$ cat config.mk
export PLATFORM = sky130hd
export DESIGN_NAME = syncfifo_writer
export DESIGN_NICKNAME = d
export VERILOG_FILES = /design/src/rtl/syncfifo_pkg.sv /design/src/rtl/syncfifo_storage.sv /design/src/rtl/syncfifo_writer.sv
export SDC_FILE = /design/constraint.sdc
export NUM_CORES = 1
export LEC_CHECK = 0
export CORE_MARGIN = 2
export CORE_UTILIZATION = 55
export CTS_BUF_LIST = sky130_fd_sc_hd__clkbuf_16
export DETAILED_ROUTE_END_ITERATION = 10
export HOLD_SLACK_MARGIN = 0.08
export PLACE_DENSITY = 0.78
export SETUP_SLACK_MARGIN = 0.5
export SLEW_MARGIN = 15
export SYNTH_ARGS = -nofsm -noshare
export SYNTH_HDL_FRONTEND = slang
export SYNTH_SLANG_ARGS = --single-unit
$ cat constraint.sdc
create_clock -name clk -period 4.78 [get_ports clk]
set_clock_uncertainty 0.05 [all_clocks]
set_input_delay 0.956 -clock clk [delete_from_list [all_inputs] [get_ports clk]]
set_output_delay 0.956 -clock clk [all_outputs]
set_load 0.005 [all_outputs]
$ cat src/rtl/syncfifo_pkg.sv
`default_nettype none
// ============================================================================
// Module      : syncfifo_pkg
// Description : Shared pointer math and parameter checks for the sync FIFO.
// Revision    : 1.0 - initial release
// ============================================================================
package syncfifo_pkg;

    // Full: wrap bits differ while the index bits match.
    function automatic logic ptr_full(input logic [31:0] wp, input logic [31:0] rp, input int pw);
        logic [31:0] idx_mask;
        idx_mask = (32'd1 << (pw - 1)) - 32'd1;
        return (wp[pw-1] != rp[pw-1]) && (((wp ^ rp) & idx_mask) == 32'd0);
    endfunction

    function automatic logic [31:0] ptr_count(input logic [31:0] wp, input logic [31:0] rp, input int pw);
        return (wp - rp) & ((32'd1 << pw) - 32'd1);
    endfunction

    function automatic bit depth_legal(input int d);
        return (d >= 2) && ((d & (d - 1)) == 0);
    endfunction

    function automatic bit af_thresh_legal(input int t, input int d);
        return (t >= 1) && (t <= d);
    endfunction

endpackage
`default_nettype wire

$ cat src/rtl/syncfifo_storage.sv
`default_nettype none
// ============================================================================
// Module      : syncfifo_storage
// Description : DEPTH x WIDTH flop array, one synchronous write port and one
//               combinational read port. Contents are not reset.
// Revision    : 1.0 - initial release
// ============================================================================
module syncfifo_storage #(
    parameter int DEPTH = 16,
    parameter int WIDTH = 32,
    parameter int IDX_W = $clog2(DEPTH)
) (
    input  logic             clk,
    input  logic             we,
    input  logic [IDX_W-1:0] waddr,
    input  logic [WIDTH-1:0] wdata,
    input  logic [IDX_W-1:0] raddr,
    output logic [WIDTH-1:0] rdata
);

    logic [WIDTH-1:0] r_mem [DEPTH];

    always_ff @(posedge clk) begin
        if (we) begin
            r_mem[waddr] <= wdata;
        end
    end

    assign rdata = r_mem[raddr];

endmodule
`default_nettype wire

$ cat src/rtl/syncfifo_writer.sv
`default_nettype none
// ============================================================================
// Module      : syncfifo_writer
// Description : Write side of the sync FIFO: enqueue port, storage, extended
//               write pointer, full / almost-full / occupancy flags.
//               Optional high-watermark: SYNCFIFO_WRITER_PEAK_EN.
// Revision    : 1.0 - initial release
// ============================================================================
module syncfifo_writer
    import syncfifo_pkg::*;
#(
    parameter int DEPTH     = 16,
    parameter int WIDTH     = 32,
    parameter int PTR_WIDTH = $clog2(DEPTH) + 1,
    parameter int AF_THRESH = DEPTH - 2
) (
    input  logic                 clk,
    input  logic                 rst_n,
    input  logic                 recv_val,
    output logic                 recv_rdy,
    input  logic [WIDTH-1:0]     recv_msg,
    input  logic [PTR_WIDTH-1:0] r_ptr,
    output logic [PTR_WIDTH-1:0] w_ptr,
    output logic                 full,
    output logic                 almost_full,
    output logic [PTR_WIDTH-1:0] count,
    input  logic [PTR_WIDTH-2:0] raddr,
    output logic [WIDTH-1:0]     rdata
`ifdef SYNCFIFO_WRITER_PEAK_EN
    ,
    output logic [PTR_WIDTH-1:0] peak,
    input  logic                 peak_clr
`endif
);

    localparam int c_idx_w = PTR_WIDTH - 1;

    if (!depth_legal(DEPTH)) begin : g_bad_depth
        $fatal(1, "syncfifo_writer: DEPTH must be a power of two >= 2");
    end
    if (!af_thresh_legal(AF_THRESH, DEPTH)) begin : g_bad_af
        $fatal(1, "syncfifo_writer: AF_THRESH must be in 1..DEPTH");
    end

    logic [PTR_WIDTH-1:0] r_wptr;
    logic [PTR_WIDTH-1:0] w_wptr_nxt;
    logic                 w_full;
    logic                 w_wen;

    assign w_full      = ptr_full(32'(r_wptr), 32'(r_ptr), PTR_WIDTH);
    assign w_wen       = recv_val & ~w_full;
    assign w_wptr_nxt  = r_wptr + {{(PTR_WIDTH-1){1'b0}}, w_wen};

    assign recv_rdy    = ~w_full;
    assign full        = w_full;
    assign w_ptr       = r_wptr;
    assign count       = PTR_WIDTH'(ptr_count(32'(r_wptr), 32'(r_ptr), PTR_WIDTH));
    assign almost_full = (count >= PTR_WIDTH'(AF_THRESH));

    always_ff @(posedge clk or negedge rst_n) begin
        if (!rst_n) begin
            r_wptr <= '0;
        end else begin
            r_wptr <= w_wptr_nxt;
        end
    end

    syncfifo_storage #(
        .DEPTH (DEPTH),
        .WIDTH (WIDTH),
        .IDX_W (c_idx_w)
    ) u_storage (
        .clk   (clk),
        .we    (w_wen),
        .waddr (r_wptr[c_idx_w-1:0]),
        .wdata (recv_msg),
        .raddr (raddr),
        .rdata (rdata)
    );

`ifdef SYNCFIFO_WRITER_PEAK_EN
    // Post-edge occupancy assumes the current r_ptr; a same-cycle read is
    // picked up on the following edge.
    logic [PTR_WIDTH-1:0] w_count_nxt;
    logic [PTR_WIDTH-1:0] r_peak;

    assign w_count_nxt = PTR_WIDTH'(ptr_count(32'(w_wptr_nxt), 32'(r_ptr), PTR_WIDTH));
    assign peak        = r_peak;

    always_ff @(posedge clk or negedge rst_n) begin
        if (!rst_n) begin
            r_peak <= '0;
        end else if (peak_clr) begin
            r_peak <= w_count_nxt;
        end else if (w_count_nxt > r_peak) begin
            r_peak <= w_count_nxt;
        end
    end
`endif

endmodule
`default_nettype wire

==> results.md, run 1 <==
* Final clock period utilization by the worst path at 88.5%
* PD cells at between 400 and 500 mW/mm2
* Final setup fails at 0
* Die W at about 190 um
* Synthesized area per cell at 23.0 um2
* Number of global-route vias before repair at 9988
* Finished Cell Area at between 0.02 and 0.025 mm2
* I/O pins at 89
* EDFF count, synth at approximately 510
* DR WL/cell at 28.8 um
* Number of remaining DRC errors at 0
* Overflow after GRT at 0
* CP required at approximately 3800 ps
* GRT Resource Usage Total at between 20 and 25%
* CTS buffer count at 52
* Post-DP HPWL at between 20000 and 25000 um
* Largest net degree at the start of global routing at 44
* Nature of the critical path endpoint: primary output
* Register bit total from synthesis at ~520
* Syn_nets at roughly 900
* Slew @ Worst Pin at about 830 ps
* Crit-path max FO at 21
* Clock sinks at about 520
* Clock Path Buffers at 3
* Max Slew Vio Count at 0
* First-pass GRT wire length at 63800 um
* Sequential-to-total area share from yosys stat at between 70% and 80%
* Synth Flop Type: edfxtp_1
* DIE AREA at approximately 0.037 mm2
* Async S/R FF share, synth at less than 1%
* Post-synth cell types at 31
* Synth-to-layout area growth at 17.5%
* RSZ-0062 raised after global routing: true
* Static leakage at ~7.4 nW
* Fin crit period at 4230 ps
* Vias/cell at ~6.4
* CTS H-tree lvls at 2
* Root buf cell: clkbuf_16
* Initial drt markers at between 1000 and 1500
* Die height at about 190 um
* Post-layout util at roughly two thirds
* Routed WL at between 40000 and 50000 um
* VDD IR max at ~0.34 mV
* Hold Fails Final Rpt at 0
* Ratio of cells with drive above 1 in the final layout at 25.0%
* Worst setup SP type: input pin
* Gate count of the mapped netlist at between 800 and 900
* Clk slew on worst S/H paths at ~60 ps
* Antenna viol nets, final at 0
* FILL cells at ~2200
* IO buf count at 88
* Pre-antenna DRT Iters at 5
* FP Rows at just under 70
* Clock Latency Late Sink at 570 ps
* CTS tree: yes
* Setup CP Type: input pin to primary output
* Mapped cell area at 0.0196 mm2
* Status: complete, no violations
* Hold-fix buffers, CTS at 0
* Fmax at around 240 MHz
* Final setup TNS at 0 ps
* Core area at approximately 0.035 mm2
* Data arrival, critical path at ~3200 ps
* Via count at 9557
* Nets at around 1000
* Count of yosys warnings during synthesis at 0
* Starting Density at approximately 56%
* Slew headroom at ~44%
* Final Wtd Congestion at 0.739
* Placed Area at 0.0214 mm2
* Initial antenna violation count at 2
* Hold Crit Class: flop to flop
* Max-Cap Viols at 0
[path summary, 6_finish.rpt]
| path | from | endpoint | slack, ps | depth (start not counted) |
|---|---|---|---|---|
| hold reg to reg | w_ptr[4] | w_ptr[4] | 480 | 1 |
| setup / recovery | raddr[3] | rdata[26] | 550 | 6 |
| hold / removal | w_ptr[4] | w_ptr[4] | 480 | 1 |
| setup reg to reg | w_ptr[0] | u_storage.r_mem[10][29] | 1770 | 7 |
| max in group asynchronous | rst_n | w_ptr[3] | 3930 | 1 |
| min in group asynchronous | rst_n | w_ptr[4] | 560 | 1 |
[critical path, stage by stage]
cell	delay (ps)
clkdlybuf4s50_1	630
and2_2	670
buf_12	230
a22oi_1	70
nand2_1	100
clkdlybuf4s50_1	550
[cell families (layout without fill, tap and decap cells)]
group | Yosys count | in the layout | share of synthesized area (%)
flops | 517 | 517 | 79.0
mux | 128 | 128 | 14.7
simple gates | 73 | 73 | 1.65
compound gates | 69 | 69 | 2.63
buf+inv | 52 | 231 | 1.23
fa+ha+maj | 7 | 7 | 0.485
xor+xnor | 6 | 6 | 0.268
other cells | 0 | 1 | 0
[per-stage QoR]
step                      total power [mW]  setup slack, ps  hold WS [ps]  std cells
after global routing                  11.1              499           505       1492
after detailed placement              7.09              509           473       1390
final                                 10.8              551           478       1493
after CTS                             10.8              556           488       1489
after floorplan                       6.32             1080           455        852
after global placement                7.04              558           467       1390
[cells in the mapped netlist, drive strengths merged (2+ instances only)]
cell type	instances	area share [%]
clkbuf	18	0.34
xor2	2	0.089
mux4	128	15
dfrtp	5	0.64
xnor2	4	0.18
edfxtp	512	78
inv	7	0.13
a22oi	64	2.5
nand2b	2	0.064
nor2	16	0.31
buf	27	0.75
and2	3	0.096
nor3	2	0.051
nand3	5	0.13
ha	6	0.38
nand2	36	0.69
nor2b	3	0.096
[placed cells by master (no fill, tap or decap), drive strengths merged, types with 3 or more instances in the layout]
cell,instances
nor2b,3
and2,3
mux4,128
clkdlybuf4s50,86
xnor2,4
clkinv,24
clkbuf,54
edfxtp,512
nand2,36
nor2,16
ha,6
a22oi,64
dfrtp,5
inv,23
nand3,5
buf,41
[sequential cells by signal, indices dropped and copies added (netlist names)]
name and cells:
u_storage.r_mem 512, w_ptr 5
[final cells by class]
| type | instances | area [um2] | area share, % |
|---|---|---|---|
| clock inverters | 43 | 240 | 1.04 |
| multi-input cells | 283 | 4030 | 17.5 |
| diodes | 1 | 2.50 | 0.0109 |
| repair buffers | 128 | 1350 | 5.84 |
| flip-flops and latches | 517 | 15500 | 67.2 |
| inverters | 7 | 26.3 | 0.114 |
| clock buffers | 53 | 1330 | 5.75 |
| well taps | 461 | 577 | 2.50 |
[metal layers]
layer	global-route usage [%]	up-vias	wire, um
met5	0	-	15
met4	7.22	2	1130
met3	5.84	96	4080
met2	37.9	556	20800
met1	34.3	5001	16900
li1	-	3902	-
[where the power goes]
group          total (mW)  switching, mW  internal (mW)
registers            5.61          0.153           5.45
logic                1.42          0.813          0.612
clock network        3.74           1.63           2.11
[timing repair]
item,CTS,global route
pin swaps,0,2
resized for setup,0,2
setup endpoints to repair,1,2
setup buffers,3,3
Note: power is estimated with default switching activity, not from simulation.
==> run 2: changes to the inputs <==
Settings changed: CORE_ASPECT_RATIO set to 0.8.
==> results.md, run 2 (synthesis results as in run 1) <==
* Hold Crit Class: flop to flop
* Static leakage at 7.39 nW (-0.11%)
* Layout Cells excl Fill at 1500 (+0.47%)
* FILL cells at 2226 (+2.4%)
* RR Startpoint: w_ptr[0]
* Slew @ Worst Pin at 800 ps (-35.1 ps)
* Status: complete, no violations
* Root buf cell: clkbuf_16
* Critical R2R Capture: u_storage.r_mem[4][15]
* Hold Fails Final Rpt at 0 (unchanged)
* Clk slew on worst S/H paths at 60 ps (about the same)
* Final setup fails at 0 (unchanged)
* Fin crit period at 4190 ps (-36.3 ps)
* Max-Cap Viols at 0 (unchanged)
* Setup CP Type: input pin to primary output
* Clock sinks at 517 (unchanged)
* Starting Density at 56.1% (+0.56 points)
* FP Rows at 61 (-12%)
* Number of remaining DRC errors at 0 (unchanged)
* Final Wtd Congestion at 0.724 (-2.1%)
* Overflow after GRT at 0 (unchanged)
* Nets at 1039 (-0.096%)
* Final clock period utilization by the worst path at 87.7% (-0.76 points)
* Antenna viol nets, final at 0 (unchanged)
* Final setup TNS at 0 ps (unchanged)
* CTS H-tree lvls at 2 (unchanged)
* Most common cell after layout, fill and taps aside: edfxtp_1
* Hold EP: w_ptr[4]
* Clock Latency Late Sink at 570 ps (about the same)
* Post-DP HPWL at 22900 um (+0.29%)
* Fmax at 239 MHz (+0.87%)
* Most frequent cells in the layout: edfxtp_1, mux4_2, clkdlybuf4s50_1
* Data arrival, critical path at 3190 ps (-30 ps)
* CTS tree: yes
* Biggest register: u_storage.r_mem
* Crit-path max FO at 2 (-90%)
* R2R setup slack at 1650 ps (-120 ps)
* PD cells at 468 mW/mm2 (+0.12%)
* First-pass GRT wire length at 63100 um (-1.2%)
* Cells on worst reg2reg path at 7 (unchanged)
* Nature of the critical path endpoint: primary output
* CP required at 3770 ps (about the same)
* IO buf count at 88 (unchanged)
* I/O pins at 89 (unchanged)
* DR WL/cell at 28.3 um (-1.5%)
* Routed WL at 42500 um (-1.1%)
* GRT Resource Usage Total at 23.2% (-0.99 points)
* VDD IR max at 0.390 mV (+13%)
* Initial antenna violation count at 1 (-1)
* DIE AREA at 0.0372 mm2 (about the same)
* Clock Path Buffers at 3 (unchanged)
* Ratio of cells with drive above 1 in the final layout at 25.9% (+0.88 points)
* Vias/cell at 6.29 (-1.7%)
* Die height at 173 um (-10%)
* Via count at 9434 (-1.3%)
* Slew headroom at 46.6% (+2.3 points)
* Dpl cells at 1410 (+1.4%)
* Worst hold path stage count at 1 (unchanged)
* CTS buffer count at 48 (-7.7%)
* Initial drt markers at 1033 (-5.7%)
* Core area at 0.0350 mm2 (-1.0%)
* Largest net degree at the start of global routing at 35 (-20%)
* Number of global-route vias before repair at 9924 (-0.64%)
* Worst setup SP type: input pin
* Die W at 215 um (+12%)
* Pre-antenna DRT Iters at 5 (unchanged)
* Min-delay src: w_ptr[4]
* Max reg flops at 512 (unchanged)
* Hold-fix buffers, CTS at 0 (unchanged)
* Synth-to-layout area growth at 17.8%
* Max Slew Vio Count at 0 (unchanged)
* RSZ-0062 raised after global routing: false
-- run 2: cell count changes in the layout (fill, tap and decap cells not counted), sizes merged --
cell	delta
buf	+3
clkinv	-4
inv	-6
clkinvlp	+4
clkbuf	-4
bufinv	+3
-- run 2: critical path: stages --
cell	delay, ps
clkdlybuf4s50_1	470
ha_1	170
inv_1	60
fa_1	400
a21o_1	210
a21oi_2	140
xnor2_1	160
a41o_1	130
clkdlybuf4s50_1	500
-- run 2: area by class of cell --
| cell class | count | area [um2] | share of cell area (%) |
|---|---|---|---|
| Sequential cell | 517 | 15500 | 67.1 |
| Clock inverter | 40 | 358 | 1.55 |
| Antenna cell | 1 | 2.50 | 0.0108 |
| Clock buffer | 49 | 1230 | 5.31 |
| Inverter | 7 | 26.3 | 0.114 |
| Tap cell | 472 | 591 | 2.56 |
| Multi-Input combinational cell | 283 | 4020 | 17.4 |
| Timing Repair Buffer | 131 | 1370 | 5.92 |
-- run 2: worst max path at each step --
stage	start	endpoint	slack (ps)	cells past startpoint
after floorplan	r_ptr[2]	u_storage.r_mem[6][0]	1080	7
after global placement	r_ptr[0]	almost_full	600	9
after detailed placement	r_ptr[0]	almost_full	570	9
after CTS	r_ptr[0]	almost_full	560	9
after global routing	r_ptr[0]	almost_full	510	9
final	r_ptr[0]	almost_full	590	9
-- run 2: per-layer routing --
metal	wire, um	global-route usage, %	vias to the layer above
met5	0	0	-
met4	821	5.95	0
met3	3230	4.10	62
met2	21400	37.6	448
met1	17000	33.4	5021
li1	-	-	3903
-- run 2: report_power, final --
part	leakage, nW	switching [mW]	internal (mW)
clock	0.797	1.63	2.15
sequential	4.68	0.150	5.45
combinational	1.91	0.814	0.612
-- run 2: stage by stage --
| step | power (mW) | util (%) | hold WS (ps) | area (um2) | setup WS (ps) |
|---|---|---|---|---|---|
| global route | 11.1 | 66.1 | 510 | 23100 | 509 |
| finish | 10.8 | 66.1 | 502 | 23100 | 588 |
| CTS | 10.9 | 66.0 | 493 | 23100 | 559 |
| detailed placement | 7.11 | 61.5 | 480 | 21500 | 568 |
| floorplan | 6.32 | - | 455 | 19600 | 1080 |
| global placement | 7.05 | 61.5 | 469 | 21500 | 602 |
-- run 2: timing repair --
action / in CTS / in global routing
gates resized for setup: 0 / 1
buffers inserted: 0 / 0
endpoints found under the setup margin: 0 / 1
==> run 3: changes to the inputs <==
Settings changed: CORE_UTILIZATION 55 to 52, PLACE_DENSITY 0.78 to 0.74.
==> results.md, run 3 (synthesis results as in run 1) <==
* Largest net degree at the start of global routing at 52 (+49%)
* Die W at 221 um (+2.8%)
* Synth-to-layout area growth at 18.0%
* R2R setup slack at 1780 ps (+130 ps)
* Worst hold path stage count at 1 (unchanged)
* Post-DP HPWL at 22100 um (-3.6%)
* Placed Area at 0.0215 mm2 (+0.15%)
* Clock Latency Late Sink at 540 ps (-30 ps)
* RR Startpoint: w_ptr[0]
* Final clock period utilization by the worst path at 87.1% (-0.56 points)
* Hold Fails Final Rpt at 0 (unchanged)
* Hold-fix buffers, CTS at 0 (unchanged)
* Most frequent cells in the layout: edfxtp_1, mux4_2, clkdlybuf4s50_1
* Most common cell after layout, fill and taps aside: edfxtp_1
* Slew @ Worst Pin at 727 ps (-72.4 ps)
* Crit path to: rdata[17]
* Critical-path cell list: clkdlybuf4s50_1, nor2b_4, buf_4, a22oi_1, nand2_1, clkdlybuf4s50_1
* Clk slew on worst S/H paths at 60 ps (about the same)
* Data arrival, critical path at 3160 ps (-30 ps)
* Post-layout util at 62.3% (-3.7 points)
* Clock Path Buffers at 3 (unchanged)
* Crit. path cell count at 6 (-3)
* Critical R2R Capture: u_storage.r_mem[4][5]
* Nets at 1037 (-0.19%)
* Starting Density at 52.8% (-3.3 points)
* FP Rows at 63 (+3.3%)
* Min-delay src: w_ptr[4]
* Worst setup path start: raddr[2]
* Crit-path max FO at 12 (+10)
* Hold Crit Class: flop to flop
* Final setup fails at 0 (unchanged)
* Vias/cell at 6.12 (-2.7%)
* VDD IR max at 0.327 mV (-16%)
* First-pass GRT wire length at 60100 um (-4.6%)
* Clock sinks at 517 (unchanged)
* Root buf cell: clkbuf_16
* CP dominant cell by count: clkdlybuf4s50_1
* CTS H-tree lvls at 2 (unchanged)
* Ratio of cells with drive above 1 in the final layout at 25.2% (-0.66 points)
* Cells on worst reg2reg path at 7 (unchanged)
* Nature of the critical path endpoint: primary output
* DIE AREA at 0.0393 mm2 (+5.6%)
* Number of remaining DRC errors at 0 (unchanged)
* Setup CP Type: input pin to primary output
* Finished Cell Area at 0.0231 mm2 (+0.19%)
* Static leakage at 7.38 nW (-0.15%)
* Biggest register: u_storage.r_mem
* Ant diodes at 0 (-1)
* Overflow after GRT at 0 (unchanged)
* PD cells at 466 mW/mm2 (-0.46%)
* RSZ-0062 raised after global routing: true
* CP max-delay cell: clkdlybuf4s50_1
* Pre-antenna DRT Iters at 5 (unchanged)
* CP max stage delay at 610 ps (+110 ps)
* Total power at 10.8 mW (-0.27%)
* CP top delay family: buffers and inverters
* Routed WL at 39900 um (-6.2%)
* GRT Resource Usage Total at 20.8% (-2.4 points)
* Die height at 178 um (+2.8%)
* CTS tree: yes
* Final setup TNS at 0 ps (unchanged)
* Initial drt markers at 868 (-16%)
* Status: complete, no violations
* Worst path buffer plus inverter count at 3 (unchanged)
* Fin crit period at 4170 ps (-26.6 ps)
* Via count at 9238 (-2.1%)
* Final Wtd Congestion at 0.727 (+0.41%)
* DR WL/cell at 26.4 um (-6.8%)
* Max reg flops at 512 (unchanged)
* Antenna viol nets, final at 0 (unchanged)
* Core area at 0.0371 mm2 (+6.2%)
* CTS buffer count at 48 (unchanged)
* Fmax at 240 MHz (+0.64%)
* IO buf count at 88 (unchanged)
* Max Slew Vio Count at 0 (unchanged)
* Max-Cap Viols at 0 (unchanged)
* Number of global-route vias before repair at 9483 (-4.4%)
* CP required at 3770 ps (about the same)
* I/O pins at 89 (unchanged)
* Worst setup SP type: input pin
* Slew headroom at 51.4% (+4.8 points)
* Initial antenna violation count at 1 (unchanged)
run 3: cell types whose count changed in the layout (fill, tap and decap cells not counted), moves of 3 or more:
cell and delta:
buf_4 -7, clkinv_2 -4, clkinv_1 +5, clkinvlp_4 -3, buf_12 +5
run 3: worst reg2reg max path: stages (launching register included):
cell and delay, ps:
dfrtp_1 610, inv_1 180, ha_1 320, nand4_1 90
or2_2 210, nand4b_1 410, nor3_4 270, buf_4 470
run 3: cell type report:
type,instances,area (um2)
Tap cell,487,609
Fill cell,2437,14000
Clock buffer,48,1200
Clock inverter,38,363
Inverter,7,26.3
Sequential cell,517,15500
Timing Repair Buffer,129,1420
Multi-Input combinational cell,283,4020
run 3: timing repair:
item                                    in CTS  in global routing
buffers inserted                             0                  3
gates resized for setup                      0                  1
endpoints found under the setup margin       0                  5
run 3: layer usage:
layer	track usage, %	vias up	wire length, um
li1	-	3898	-
met1	31.4	4945	17500
met2	32.5	339	19000
met3	3.21	54	2690
met4	5.01	2	666
met5	0	-	12
run 3: worst min-delay path by stage:
stage,end
global route,w_ptr[4]
detailed placement,w_ptr[4]
global placement,w_ptr[4]
finish,w_ptr[4]
CTS,w_ptr[4]
floorplan,w_ptr[4]
run 3: stage by stage:
stage / hold WS (ps) / setup WS, ps / cells
floorplan: 455 / 1080 / 852
global placement: 475 / 618 / 1420
detailed placement: 478 / 592 / 1420
CTS: 486 / 580 / 1506
global route: 511 / 497 / 1509
finish: 480 / 614 / 1509
run 3: where the power goes:
part | leakage (nW) | switching (mW) | total [mW] | internal, mW
Clock | 0.785 | 1.58 | 3.78 | 2.20
Sequential | 4.68 | 0.146 | 5.59 | 5.45
Combinational | 1.91 | 0.779 | 1.40 | 0.624
Total | 7.38 | 2.50 | 10.8 | 8.28
